File: config.mk
export PLATFORM = sky130hd
export DESIGN_NAME = freq
export DESIGN_NICKNAME = d
export VERILOG_FILES = /design/src/rtl/freq.sv
export SDC_FILE = /design/constraint.sdc
export NUM_CORES = 1
export LEC_CHECK = 0
export ABC_AREA = 1
export CAP_MARGIN = 20
export CORE_UTILIZATION = 40
export DETAILED_ROUTE_END_ITERATION = 6
export HOLD_SLACK_MARGIN = 0.05
export PLACE_DENSITY = 0.55
export SYNTH_ARGS = -nofsm -noshare
export SYNTH_HDL_FRONTEND = slang
export SYNTH_SLANG_ARGS = --single-unit
File: constraint.sdc
create_clock -name sysclk -period 3.35 [get_ports sysclk]
set_input_delay 0.67 -clock sysclk [delete_from_list [all_inputs] [get_ports sysclk]]
set_output_delay 0.67 -clock sysclk [all_outputs]
set_load 0.05 [all_outputs]
File: src/rtl/freq.sv
// freq: internal tone generator and gated frequency meter driving four 7-segment digits
module freq #(
  parameter int CLK_HZ = 50_000_000,
  parameter int HALF0  = 25_000,
  parameter int HALF1  = 5_000,
  parameter int HALF2  = 25,
  parameter int HALF3  = 250_000
) (
  input  logic       sysclk,
  input  logic       rst,
  input  logic [1:0] select,
  input  logic       modein,
  output logic       modeout,
  output logic [6:0] freqout3,
  output logic [6:0] freqout2,
  output logic [6:0] freqout1,
  output logic [6:0] freqout0
);
  localparam int GW   = $clog2(CLK_HZ + 1);
  localparam int HM01 = HALF0 > HALF1 ? HALF0 : HALF1;
  localparam int HM23 = HALF2 > HALF3 ? HALF2 : HALF3;
  localparam int HMAX = HM01 > HM23 ? HM01 : HM23;
  localparam int DW   = $clog2(HMAX + 1);
  localparam logic [GW-1:0] LEN_S  = GW'(CLK_HZ - 1);
  localparam logic [GW-1:0] LEN_MS = GW'(CLK_HZ / 1000 - 1);
  localparam logic [6:0] DASH = 7'h40;
  localparam logic [6:0] ZERO = 7'h3F;

  function automatic logic [6:0] seg(input logic [3:0] d);
    case (d)
      4'd0:    return 7'h3F;
      4'd1:    return 7'h06;
      4'd2:    return 7'h5B;
      4'd3:    return 7'h4F;
      4'd4:    return 7'h66;
      4'd5:    return 7'h6D;
      4'd6:    return 7'h7D;
      4'd7:    return 7'h07;
      4'd8:    return 7'h7F;
      4'd9:    return 7'h6F;
      default: return DASH;
    endcase
  endfunction

  logic [GW-1:0]    gate_q, gate_d, len_m1;
  logic [1:0]       sel_q, sel_d, sel_w;
  logic             mode_q, mode_d, mode_w;
  logic [DW-1:0]    div_q, div_d, half_m1;
  logic             tone_q, tone_d, told_q, told_d;
  logic [3:0][3:0]  bcd_q, bcd_d, inc;
  logic             ovf_q, ovf_d, cout, c;
  logic [3:0][6:0]  disp_q, disp_d, segs;
  logic             modeout_q, modeout_d;
  logic             start, abort, last, clear, rise, wrap;

  // window control: inputs pass straight through on the start cycle, any later change aborts
  always_comb begin
    start  = gate_q == '0;
    sel_w  = start ? select : sel_q;
    mode_w = start ? modein : mode_q;
    len_m1 = mode_w ? LEN_MS : LEN_S;
    abort  = !start && (select != sel_q || modein != mode_q);
    last   = !abort && gate_q == len_m1;
    clear  = abort || last;
    sel_d  = sel_w;
    mode_d = mode_w;
    gate_d = clear ? '0 : gate_q + GW'(1);
  end

  // tone divider, phase-reset at every window boundary so each window counts deterministically
  always_comb begin
    half_m1 = sel_w[1] ? (sel_w[0] ? DW'(HALF3 - 1) : DW'(HALF2 - 1))
                       : (sel_w[0] ? DW'(HALF1 - 1) : DW'(HALF0 - 1));
    wrap    = div_q == half_m1;
    div_d   = clear || wrap ? '0 : div_q + DW'(1);
    tone_d  = !clear && (tone_q ^ wrap);
    told_d  = !clear && tone_q;
    rise    = tone_q && !told_q;
  end

  // BCD ripple increment on each tone rising edge; carry out of the top digit is overflow
  always_comb begin
    c   = rise;
    inc = bcd_q;
    for (int i = 0; i < 4; i++) begin
      inc[i] = c ? (bcd_q[i] == 4'd9 ? 4'd0 : bcd_q[i] + 4'd1) : bcd_q[i];
      c      = c && bcd_q[i] == 4'd9;
    end
    cout  = c;
    bcd_d = clear ? '0 : inc;
    ovf_d = !clear && (ovf_q || cout);
  end

  // display capture on the last gate cycle, including an edge landing on that cycle
  always_comb begin
    segs      = ovf_q || cout ? {4{DASH}} : {seg(inc[3]), seg(inc[2]), seg(inc[1]), seg(inc[0])};
    disp_d    = last ? segs : disp_q;
    modeout_d = last ? mode_w : modeout_q;
  end

  // state register
  always_ff @(posedge sysclk) begin
    if (rst) begin
      gate_q    <= '0;
      sel_q     <= '0;
      mode_q    <= 1'b0;
      div_q     <= '0;
      tone_q    <= 1'b0;
      told_q    <= 1'b0;
      bcd_q     <= '0;
      ovf_q     <= 1'b0;
      disp_q    <= {4{ZERO}};
      modeout_q <= 1'b0;
    end else begin
      gate_q    <= gate_d;
      sel_q     <= sel_d;
      mode_q    <= mode_d;
      div_q     <= div_d;
      tone_q    <= tone_d;
      told_q    <= told_d;
      bcd_q     <= bcd_d;
      ovf_q     <= ovf_d;
      disp_q    <= disp_d;
      modeout_q <= modeout_d;
    end
  end

  assign modeout  = modeout_q;
  assign freqout3 = disp_q[3];
  assign freqout2 = disp_q[2];
  assign freqout1 = disp_q[1];
  assign freqout0 = disp_q[0];
endmodule

**Word level (Yosys, flattened, before mapping)**

Memories as Yosys holds them, arrays and structs flattened.
Index checks and enable logic that the tools add are counted.

- Add/sub/neg operators: 6
- Equal/unequal tests: 8
- Reduce and logical (&&, ||, !) cells: 21
- Bitwise gates (word level): 1
- Multiplexer cells: 15

Operators with widths:

| operator | number |
|---|---|
| 18-bit 2-to-1 mux | 2 |
| 4-bit 2-to-1 mux | 8 |
| 28-bit 2-to-1 mux | 1 |
| 26-bit by 1-bit adder with 26-bit output, second input constant | 1 |
| 26-bit == test | 1 |
| 26-bit zero test | 1 |
| 26-bit 2-to-1 mux | 1 |
| 18-bit by 1-bit adder with 18-bit output, second input constant | 1 |
| 18-bit == test | 1 |
| 4-bit by 1-bit adder with 4-bit output, second input constant | 4 |
| 4-bit == test, second input constant | 4 |
| 15-bit 2-to-1 mux | 1 |
| 1-bit logical AND | 10 |
| 1-bit zero test | 4 |
| 1-bit logical OR | 4 |
| 2-bit OR reduction | 2 |
| 2-bit 2-to-1 mux | 1 |
| 2-bit != test | 1 |
| 1-bit 2-to-1 mux | 1 |
| 1-bit != test | 1 |
| 1-bit XOR | 1 |

- Memories kept: 4
- Memory bits (read-only): 448
- Word-level logic and storage cells: 71
- Input bits: 5
- Bits in registers: 95
- Output and inout port bits: 29

Memories:

| name | words | width | rd ports | clocked after Yosys merged registers in | wr ports | RTL line | text |
|---|---|---|---|---|---|---|---|
| (name not given) | 16 | 7 | 1 | 0 | 0 | 30 | `case (d)` |
| (name not given) | 16 | 7 | 1 | 0 | 0 | 30 |  |
| (name not given) | 16 | 7 | 1 | 0 | 0 | 30 |  |
| (name not given) | 16 | 7 | 1 | 0 | 0 | 30 |  |

**Longest topological paths before layout**

Gate-level depths: netlist (run 1).

- Depth in word-level cells: 8
- Mapped depth: 23

**Least setup slack after synthesis (run 1)**

Ideal clock, no wire load.

- Kind: register -> register
- Start: register gate_q[0]
- End: register div_q[2]
- Path slack: 0.779 ns
- Setup time: 0.121 ns
- Required time: 3.229 ns
- Path buffers: 1
- Arrival: 2.450 ns
- Stages on the path, launching flop included: 21
- Clock period less this slack: 2.571 ns
- Path through: dfxtp_1 inv_1 ha_1 nand2_1 nor2_1 nand2_1 nor2_1 nand3b_1 nand2_1 inv_1 ha_1 xnor2_1 nor2_1 nand3_1 nor3_1 nand2_1 nor2_1 nand2_1 nand2_4 buf_12 nor2_4

RTL lines:

| what | RTL line | text |
|---|---|---|
| start, declared | 45 | `logic [GW-1:0] gate_q, gate_d, len_m1;` |
| start signal, assigned | 115 | `gate_q <= gate_d;` |
| 26-bit zero test (*) | 58 | `start = gate_q == '0;` |
| 2-bit 2-to-1 mux (*) | 59 | `sel_w = start ? select : sel_q;` |
| 15-bit 2-to-1 mux / 18-bit 2-to-1 mux (equally long branches) | 73, 72 |  |
| 18-bit 2-to-1 mux (*) | 72 | `half_m1 = sel_w[1] ? (sel_w[0] ? DW'(HALF3 - 1) : DW'(HALF2 - 1))` |
| net half_m1[12] | 48 | `logic [DW-1:0] div_q, div_d, half_m1;` |
| 18-bit == test (*) | 74 | `wrap = div_q == half_m1;` |
| 1-bit logical OR (*) | 75 | `div_d = clear \|\| wrap ? '0 : div_q + DW'(1);` |
| 2-bit OR reduction (no source line) (*) | - |  |
| end signal, assigned | 118 | `div_q <= div_d;` |
| end, declared | 48 |  |

Mark *: on every way through the listed nets, which the timed path passes. The rest lies on a longest branch.
A chain may end at the register's enable or synchronous reset.

**Final worst setup path (run 1)**

- Start: register gate_q[0]
- End: register div_q[4]

RTL lines:

| what | RTL line |
|---|---|
| 26-bit zero test | 58 |
| 2-bit 2-to-1 mux | 59 |
| 18-bit 2-to-1 mux | 72 |
| net half_m1[3] | 48 |
| 18-bit == test | 74 |
| 1-bit logical OR | 75 |
| 2-bit OR reduction (no source line) | - |

The timed path passes the listed nets, and every way through them passes these cells.

==> results of run 1 <==
==> Yosys cell counts (2+ instances only) <==
library cell / count
nor3_1: 27
nand4_1: 27
nor3b_1: 7
nor2_1: 108
nor2_4: 13
nand3_2: 5
a21oi_1: 23
nor3b_2: 2
nor4_1: 4
buf_2: 8
or2_2: 5
nand2_2: 4
dfxtp_1: 95
inv_2: 12
nor2_2: 9
nand2_1: 166
clkbuf_1: 3
o21ai_1: 3
nor3_2: 2
nand3b_1: 4
o21ai_0: 16
ha_1: 25
buf_4: 2
xnor2_1: 5
xor2_1: 29
inv_1: 95
nand3_1: 77
==> metrics by stage <==
stage                     instance area (µm²)  power, mW  std cells  utilization (%)
final                                    6297      2.861       1006            47.18
after global routing                     6297      3.035       1006            47.18
after CTS                                6289      2.898       1006            47.11
after detailed placement                 6011      1.914        990            45.03
after global placement                   6011      1.897        990            45.03
after floorplan                          5517      1.799        791                -
==> registers in the layout, indices dropped and copies added (netlist names) <==
| signal | cells |
|---|---|
| freqout1 | 7 |
| told_q | 1 |
| mode_q | 1 |
| div_q | 18 |
| gate_q | 26 |
| freqout0 | 7 |
| sel_q | 2 |
| freqout3 | 7 |
| freqout2 | 7 |
| bcd_q | 16 |
| tone_q | 1 |
| modeout | 1 |
| ovf_q | 1 |
==> placed cells by master, fill, tap and decap left out, types with 4 or more instances in the layout <==
| cell | n |
|---|---|
| or2_2 | 5 |
| nand2_1 | 166 |
| nand2_2 | 4 |
| ha_1 | 25 |
| buf_4 | 6 |
| nor2_1 | 108 |
| xor2_1 | 29 |
| clkbuf_16 | 9 |
| clkdlybuf4s50_1 | 33 |
| xnor2_1 | 5 |
| nor3b_1 | 7 |
| nand3_2 | 5 |
| inv_2 | 12 |
| nand3_1 | 77 |
| nor3_1 | 27 |
| nor2_4 | 13 |
| nor4_1 | 4 |
| nand3b_1 | 4 |
| nor2_2 | 9 |
| dfxtp_1 | 95 |
| inv_1 | 95 |
| nand4_1 | 27 |
| a21oi_1 | 23 |
| o21ai_0 | 16 |
==> power groups by stage <==
stage,logic [mW],clock network (mW),registers (mW)
3_5_place_dp,0.673,0,1.24
4_1_cts,0.676,1.01,1.22
3_3_place_gp,0.656,0,1.24
5_1_grt,0.768,1.05,1.22
6_report,0.671,0.973,1.22
2_1_floorplan,0.570,0,1.23
==> worst max-delay path, cell delays in order, from the launching register on <==
cell and delay, ps:
dfxtp_1 330, inv_1 80, ha_1 170, nand2_1 50
nor2_1 100, nand2_1 70, nor2_2 190, nand2_2 110
nand2_1 100, nand2_1 110, inv_1 110, ha_1 220
xnor2_1 140, nand3_1 100, nor3_1 200, nand2_1 70
nor2_1 140, nand2_1 170, nand2_8 250, nor2_1 70
==> area by class of cell <==
class | instances | area, µm²
tap | 176 | 220.2
clock buffer | 13 | 260.3
inverter | 109 | 410.4
multi-input combinational | 571 | 3112
clock inverter | 3 | 17.52
fill | 1376 | 7051
timing repair buffer | 39 | 375.4
sequential | 95 | 1902
==> cell families (layout without fill, tap and decap cells) <==
logic type | Yosys count | count (layout) | share of synthesized area [%]
flip-flops | 95 | 95 | 34.47
buffers and inverters | 125 | 164 | 9.276
adder cells (fa/ha/maj) | 25 | 25 | 5.670
AND/OR/NAND/NOR | 466 | 466 | 40.85
AO/OA/AOI/OAI | 46 | 46 | 4.332
XOR/XNOR | 34 | 34 | 5.398
==> timing repair <==
action,CTS,global route
setup endpoints to repair,0,8
resized for setup,0,1
buffers inserted,0,0
==> worst min path at each step <==
stage | from | endpoint | slack (ps) | cells after the start
after floorplan | gate_q[0]$_SDFF_PP0_ | gate_q[0]$_SDFF_PP0_ | 430 | 1
after global placement | freqout1[5]$_SDFFE_PP1P_ | freqout1[5]$_SDFFE_PP1P_ | 440 | 2
after detailed placement | freqout1[5]$_SDFFE_PP1P_ | freqout1[5]$_SDFFE_PP1P_ | 450 | 2
after CTS | freqout1[5]$_SDFFE_PP1P_ | freqout1[5]$_SDFFE_PP1P_ | 470 | 2
after global routing | freqout3[1]$_SDFFE_PP1P_ | freqout3[1]$_SDFFE_PP1P_ | 490 | 2
final | freqout1[5]$_SDFFE_PP1P_ | freqout1[5]$_SDFFE_PP1P_ | 460 | 2
==> metal layers <==
metal / up-vias / track usage, %
met5: - / 0
met4: 0 / 7.344
met3: 13 / 2.586
met2: 84 / 28.89
met1: 2129 / 23.84
li1: 2588 / -
==> flow_summary.json, run 1 <==
{
  "p_clk_share_pct": 34.0,
  "post-place-ws_ps": 123.1,
  "maxSlewHeadroom_pct": 64.12,
  "yosys.area.top_type": "dfxtp_1",
  "ys.flop_type": "dfxtp_1",
  "cts_num_sinks": 95,
  "antenna_found_initial": 0,
  "cap_violations": 0,
  "drc": 0,
  "synth_edf_count": 0,
  "seq_area_frac_synth_pct": 34.47,
  "routed.top_layer": "met4",
  "core_mm2": 0.01335,
  "io_buffers": 33,
  "comb_power_share_pct": 23.5,
  "area_growth_pct": 14.15,
  "clk-insertion-delay-late_ps": 350,
  "synth-seq-cells": 95,
  "clk_pin_slew_ps": 60,
  "share_seq_of_total_power_pct": 42.5,
  "fmax_mhz": 343.6,
  "clock_skew_ps": 6.839,
  "clk_path_buf_depth": 2,
  "leakage_nw": 2.507,
  "netlist_area_mm2": 0.005517,
  "htreeDepth": 3,
  "worst_setup_path_start_kind": "flip-flop",
  "syn-num-nets": 821,
  "cts_hold_buf": 0,
  "dieArea_mm2": 0.01426,
  "cts_root_buffer": "clkbuf_16",
  "grt_first_pass_wirelength_um": 20690,
  "path_max_fanout": 18,
  "r2r_cells": 19,
  "r2r_slack_ps": 440,
  "hp-class": "flip-flop to flip-flop",
  "syn_avg_cell_area_um2": 6.974,
  "grt-ovfl-total": 0,
  "die_w_um": 119.4,
  "yosysWarnings": 0,
  "vdd_drop_max_mv": 0.2658,
  "cts_buffers": 9,
  "r2r_start": "gate_q[0]$_SDFF_PP0_",
  "async_reset_ff_share_pct": 0,
  "drt_iter0_drc": 266,
  "grt_max_degree": 35,
  "crit_start": "gate_q[0]$_SDFF_PP0_",
  "synth_top_cells_by_area": "dfxtp_1, nand2_1, nor2_1",
  "wl_met2_um": 5235,
  "crit_required_ps": 3580,
  "fin_nets": 855,
  "cts_tree": "built",
  "globalRouteTotalUtil_pct": 17.88,
  "finalCritPeriodShare_pct": 86.87,
  "synthCells": 791,
  "firstDrtPassIters": 4,
  "r2r-end": "div_q[4]$_SDFF_PP0_",
  "yosysUniqueCellTypes": 42,
  "num_rows": 42,
  "worstSetupPathType": "flip-flop to flip-flop",
  "outcome": "complete, no violations",
  "p_per_area_mw_per_mm2": 454.2,
  "dp.final_hpwl_um": 9014,
  "tightest_slew_ps": 532.6,
  "wl_um": 11750,
  "met3_length_um": 442,
  "die_h_um": 119.4,
  "finalSetupViolations": 0,
  "wl_per_cell_um": 11.68,
  "antennaDiodeCount": 0,
  "hold_viol": 0,
  "endpoint": "div_q[4]$_SDFF_PP0_",
  "finalSetupTns_ps": 0,
  "final_antenna_net_count": 0,
  "place_congestion": 0.8578,
  "initial_core_util_pct": 41.33,
  "crit_path_end_kind": "flip-flop",
  "ios": 34,
  "power_switching_mw": 0.9283,
  "p_sw_share_pct": 32.45,
  "rsz0062_at_grt": "false",
  "power.internal_mw": 1.932,
  "wl_met1_um": 5862,
  "min_period_ps": 2910,
  "cp_data_arrival_time_ps": 3140,
  "slew_viol_final": 0,
  "grt_pass1_vias": 4517,
  "vias": 4814,
  "finalWorstSetupSlack_ps": 440.0,
  "synth_top_area_share_pct": 34.47,
  "drive_above_1_share_pct": 9.398,
  "drt-vias-per-instance": 4.785,
  "whs_ps": 460.3
}
No activity file was read; power rests on OpenSTA's default activity.
==> inputs of run 2 (changes only) <==
--- a/config.mk
+++ b/config.mk
@@ -9,8 +9,8 @@
 export CAP_MARGIN = 20
 export CORE_UTILIZATION = 40
 export DETAILED_ROUTE_END_ITERATION = 6
-export HOLD_SLACK_MARGIN = 0.05
-export PLACE_DENSITY = 0.55
+export PLACE_DENSITY = 0.58
+export RECOVER_POWER = 100
 export SYNTH_ARGS = -nofsm -noshare
 export SYNTH_HDL_FRONTEND = slang
 export SYNTH_SLANG_ARGS = --single-unit
==> constraint.sdc (replaced) <==
create_clock -name sysclk -period 2.4 [get_ports sysclk]
set_input_delay 0.48 -clock sysclk [delete_from_list [all_inputs] [get_ports sysclk]]
set_output_delay 0.48 -clock sysclk [all_outputs]
set_load 0.05 [all_outputs]
==> flow_summary.json, run 2 (synthesis results as in run 1) <==
{
  "outcome": "finished with violations",
  "violations": "negative setup slack",
  "whs_ps": 460.8,
  "power.internal_mw": 3.220,
  "vias": 5245,
  "die_h_um": 119.4,
  "top_usage_layer": "met2",
  "core_mm2": 0.01335,
  "fmax_mhz": 369.7,
  "place_congestion": 0.8852,
  "ios": 34,
  "place_area_mm2": 0.006604,
  "tightest_slew_ps": 533.0,
  "path_buf_inv": 3,
  "gr-usage-met3_pct": 3.065,
  "cts_root_buffer": "clkbuf_16",
  "final_cell_area_mm2": 0.007104,
  "io_buffers": 33,
  "clk-insertion-delay-late_ps": 350,
  "hold_viol": 0,
  "wl_um": 13440,
  "drc": 0,
  "critPathTopFamily": "simple AND/OR/NAND/NOR gates",
  "cp_data_arrival_time_ps": 2950,
  "antenna_found_initial": 0,
  "firstDrtPassIters": 5,
  "comb_power_share_pct": 35.0,
  "antennaDiodeCount": 0,
  "cts_buffers": 9,
  "p_clk_share_pct": 30.2,
  "crit_path_end_kind": "flip-flop",
  "crit_required_ps": 2650,
  "num_rows": 42,
  "slew_viol_final": 0,
  "clk_path_buf_depth": 2,
  "grt_pass1_vias": 5046,
  "min_period_ps": 2705,
  "rsz0062_at_grt": "true",
  "drive_above_1_share_pct": 20.46,
  "top_regs": "gate_q (26), div_q (18), bcd_q (16)",
  "drt_iter0_drc": 235,
  "finalWorstSetupSlack_ps": -305.0,
  "drt-vias-per-instance": 4.856,
  "htreeDepth": 3,
  "whs_path_depth": 2,
  "die_w_um": 119.4,
  "hp-class": "flip-flop to flip-flop",
  "utilization_pct": 53.22,
  "cp_common_cell": "nand2_4",
  "worst-path-stages": 20,
  "maxSlewHeadroom_pct": 64.35,
  "cts_num_sinks": 95,
  "vdd_drop_max_mv": 0.7378,
  "grt-ovfl-total": 0,
  "p_sw_share_pct": 33.57,
  "use_met1_pct": 25.28,
  "dieArea_mm2": 0.01426,
  "mostFrequentLayoutCells": "nand2_1, nor2_1, dfxtp_1",
  "worstSetupPathType": "flip-flop to flip-flop",
  "r2r_cells": 20,
  "top_register": "gate_q",
  "grtUsageMet2_pct": 34.85,
  "fin_nets": 929,
  "dp.final_hpwl_um": 10100,
  "largest_register_ffs": 26,
  "globalRouteTotalUtil_pct": 20.26,
  "finalCritPeriodShare_pct": 112.7,
  "worst_setup_path_start_kind": "flip-flop",
  "cts_hold_buf": 0,
  "area_growth_pct": 28.78,
  "cap_violations": 0,
  "p_per_area_mw_per_mm2": 682.2,
  "cts_tree": "built",
  "grt_first_pass_wirelength_um": 23290,
  "wl_per_cell_um": 12.44,
  "cpMaxStageDelayCell": "dfxtp_2",
  "finalSetupViolations": 19,
  "clk_pin_slew_ps": 70,
  "share_seq_of_total_power_pct": 34.8,
  "initial_core_util_pct": 41.33,
  "power_switching_mw": 1.627,
  "final_common_cell": "nand2_1",
  "cp_cell_sequence": "inv_2 > ha_4 > nand2_4 > nor2_4 > nand2_1 > nor2_2 > nand3b_1 > nand2_4 > inv_4 > ha_4 > xnor2_2 > nor2_1 > nand3_1 > nor3_2 > nand2_1 > nor2_2 > nand2_2 > nand2_4 > buf_12 > nor2_4",
  "leakage_nw": 2.864,
  "final_antenna_net_count": 0,
  "cpPeakStageDelay_ps": 330,
  "path_max_fanout": 7,
  "clock_skew_ps": 8.343,
  "grt_max_degree": 35
}
-- run 2: area by class of cell --
type                            instances  area [µm²]
Tap cell                              176       220.2
Timing Repair Buffer                  113       992.2
Multi-Input combinational cell        571        3274
Fill cell                            1292        6243
Clock buffer                            9       225.2
Sequential cell                        95        1904
Clock inverter                          7       72.57
Inverter                              109       415.4
-- run 2: path summary, 6_finish.rpt --
| kind | startpoint | end | slack, ps |
|---|---|---|---|
| worst min-delay path | freqout0[5]$_SDFFE_PP1P_ | freqout0[5]$_SDFFE_PP1P_ | 460 |
| worst max register to register | gate_q[0]$_SDFF_PP0_ | div_q[16]$_SDFF_PP0_ | -300 |
| worst min register to register | freqout0[5]$_SDFFE_PP1P_ | freqout0[5]$_SDFFE_PP1P_ | 460 |
| worst max-delay path | gate_q[0]$_SDFF_PP0_ | div_q[16]$_SDFF_PP0_ | -300 |
-- run 2: through the flow --
step / std cells / total power [mW] / TNS (ps) / setup WS (ps)
finish: 1080 / 4.847 / -5470 / -305.0
global route: 1080 / 5.092 / -12500 / -447.5
CTS: 1078 / 4.768 / -3390 / -193.2
detailed placement: 1055 / 3.071 / -7593 / -415.7
global placement: 1055 / 3.027 / -6121 / -339.8
floorplan: 791 / 2.605 / -768.2 / -81.66
-- run 2: power by group through the flow --
| stage | logic, mW | clock network (mW) | registers [mW] |
|---|---|---|---|
| after detailed placement | 1.35 | 0 | 1.72 |
| after CTS | 1.58 | 1.50 | 1.68 |
| final | 1.70 | 1.46 | 1.68 |
| after global routing | 1.84 | 1.56 | 1.69 |
| after floorplan | 0.883 | 0 | 1.72 |
| after global placement | 1.31 | 0 | 1.72 |
-- run 2: metal layers --
layer,up-vias,part of all wire [%]
met1,2405,47
li1,2741,-
met3,17,2.9
met2,82,48
met4,0,2.0
met5,-,0
-- run 2: worst reg2reg max path: cells and delay by family (launching register included) --
family | cells | cell delay [ps]
flip-flops | 1 | 330
XOR/XNOR | 1 | 130
adder cells (fa/ha/maj) | 2 | 370
AND/OR/NAND/NOR | 14 | 1510
buffers and inverters | 3 | 270
-- run 2: repair_timing --
item / in CTS / in global routing
resized for setup: 19 / 20
buffers inserted: 7 / 2
pin swaps: 15 / 8
setup endpoints to repair: 19 / 24
cloned: 0 / 0
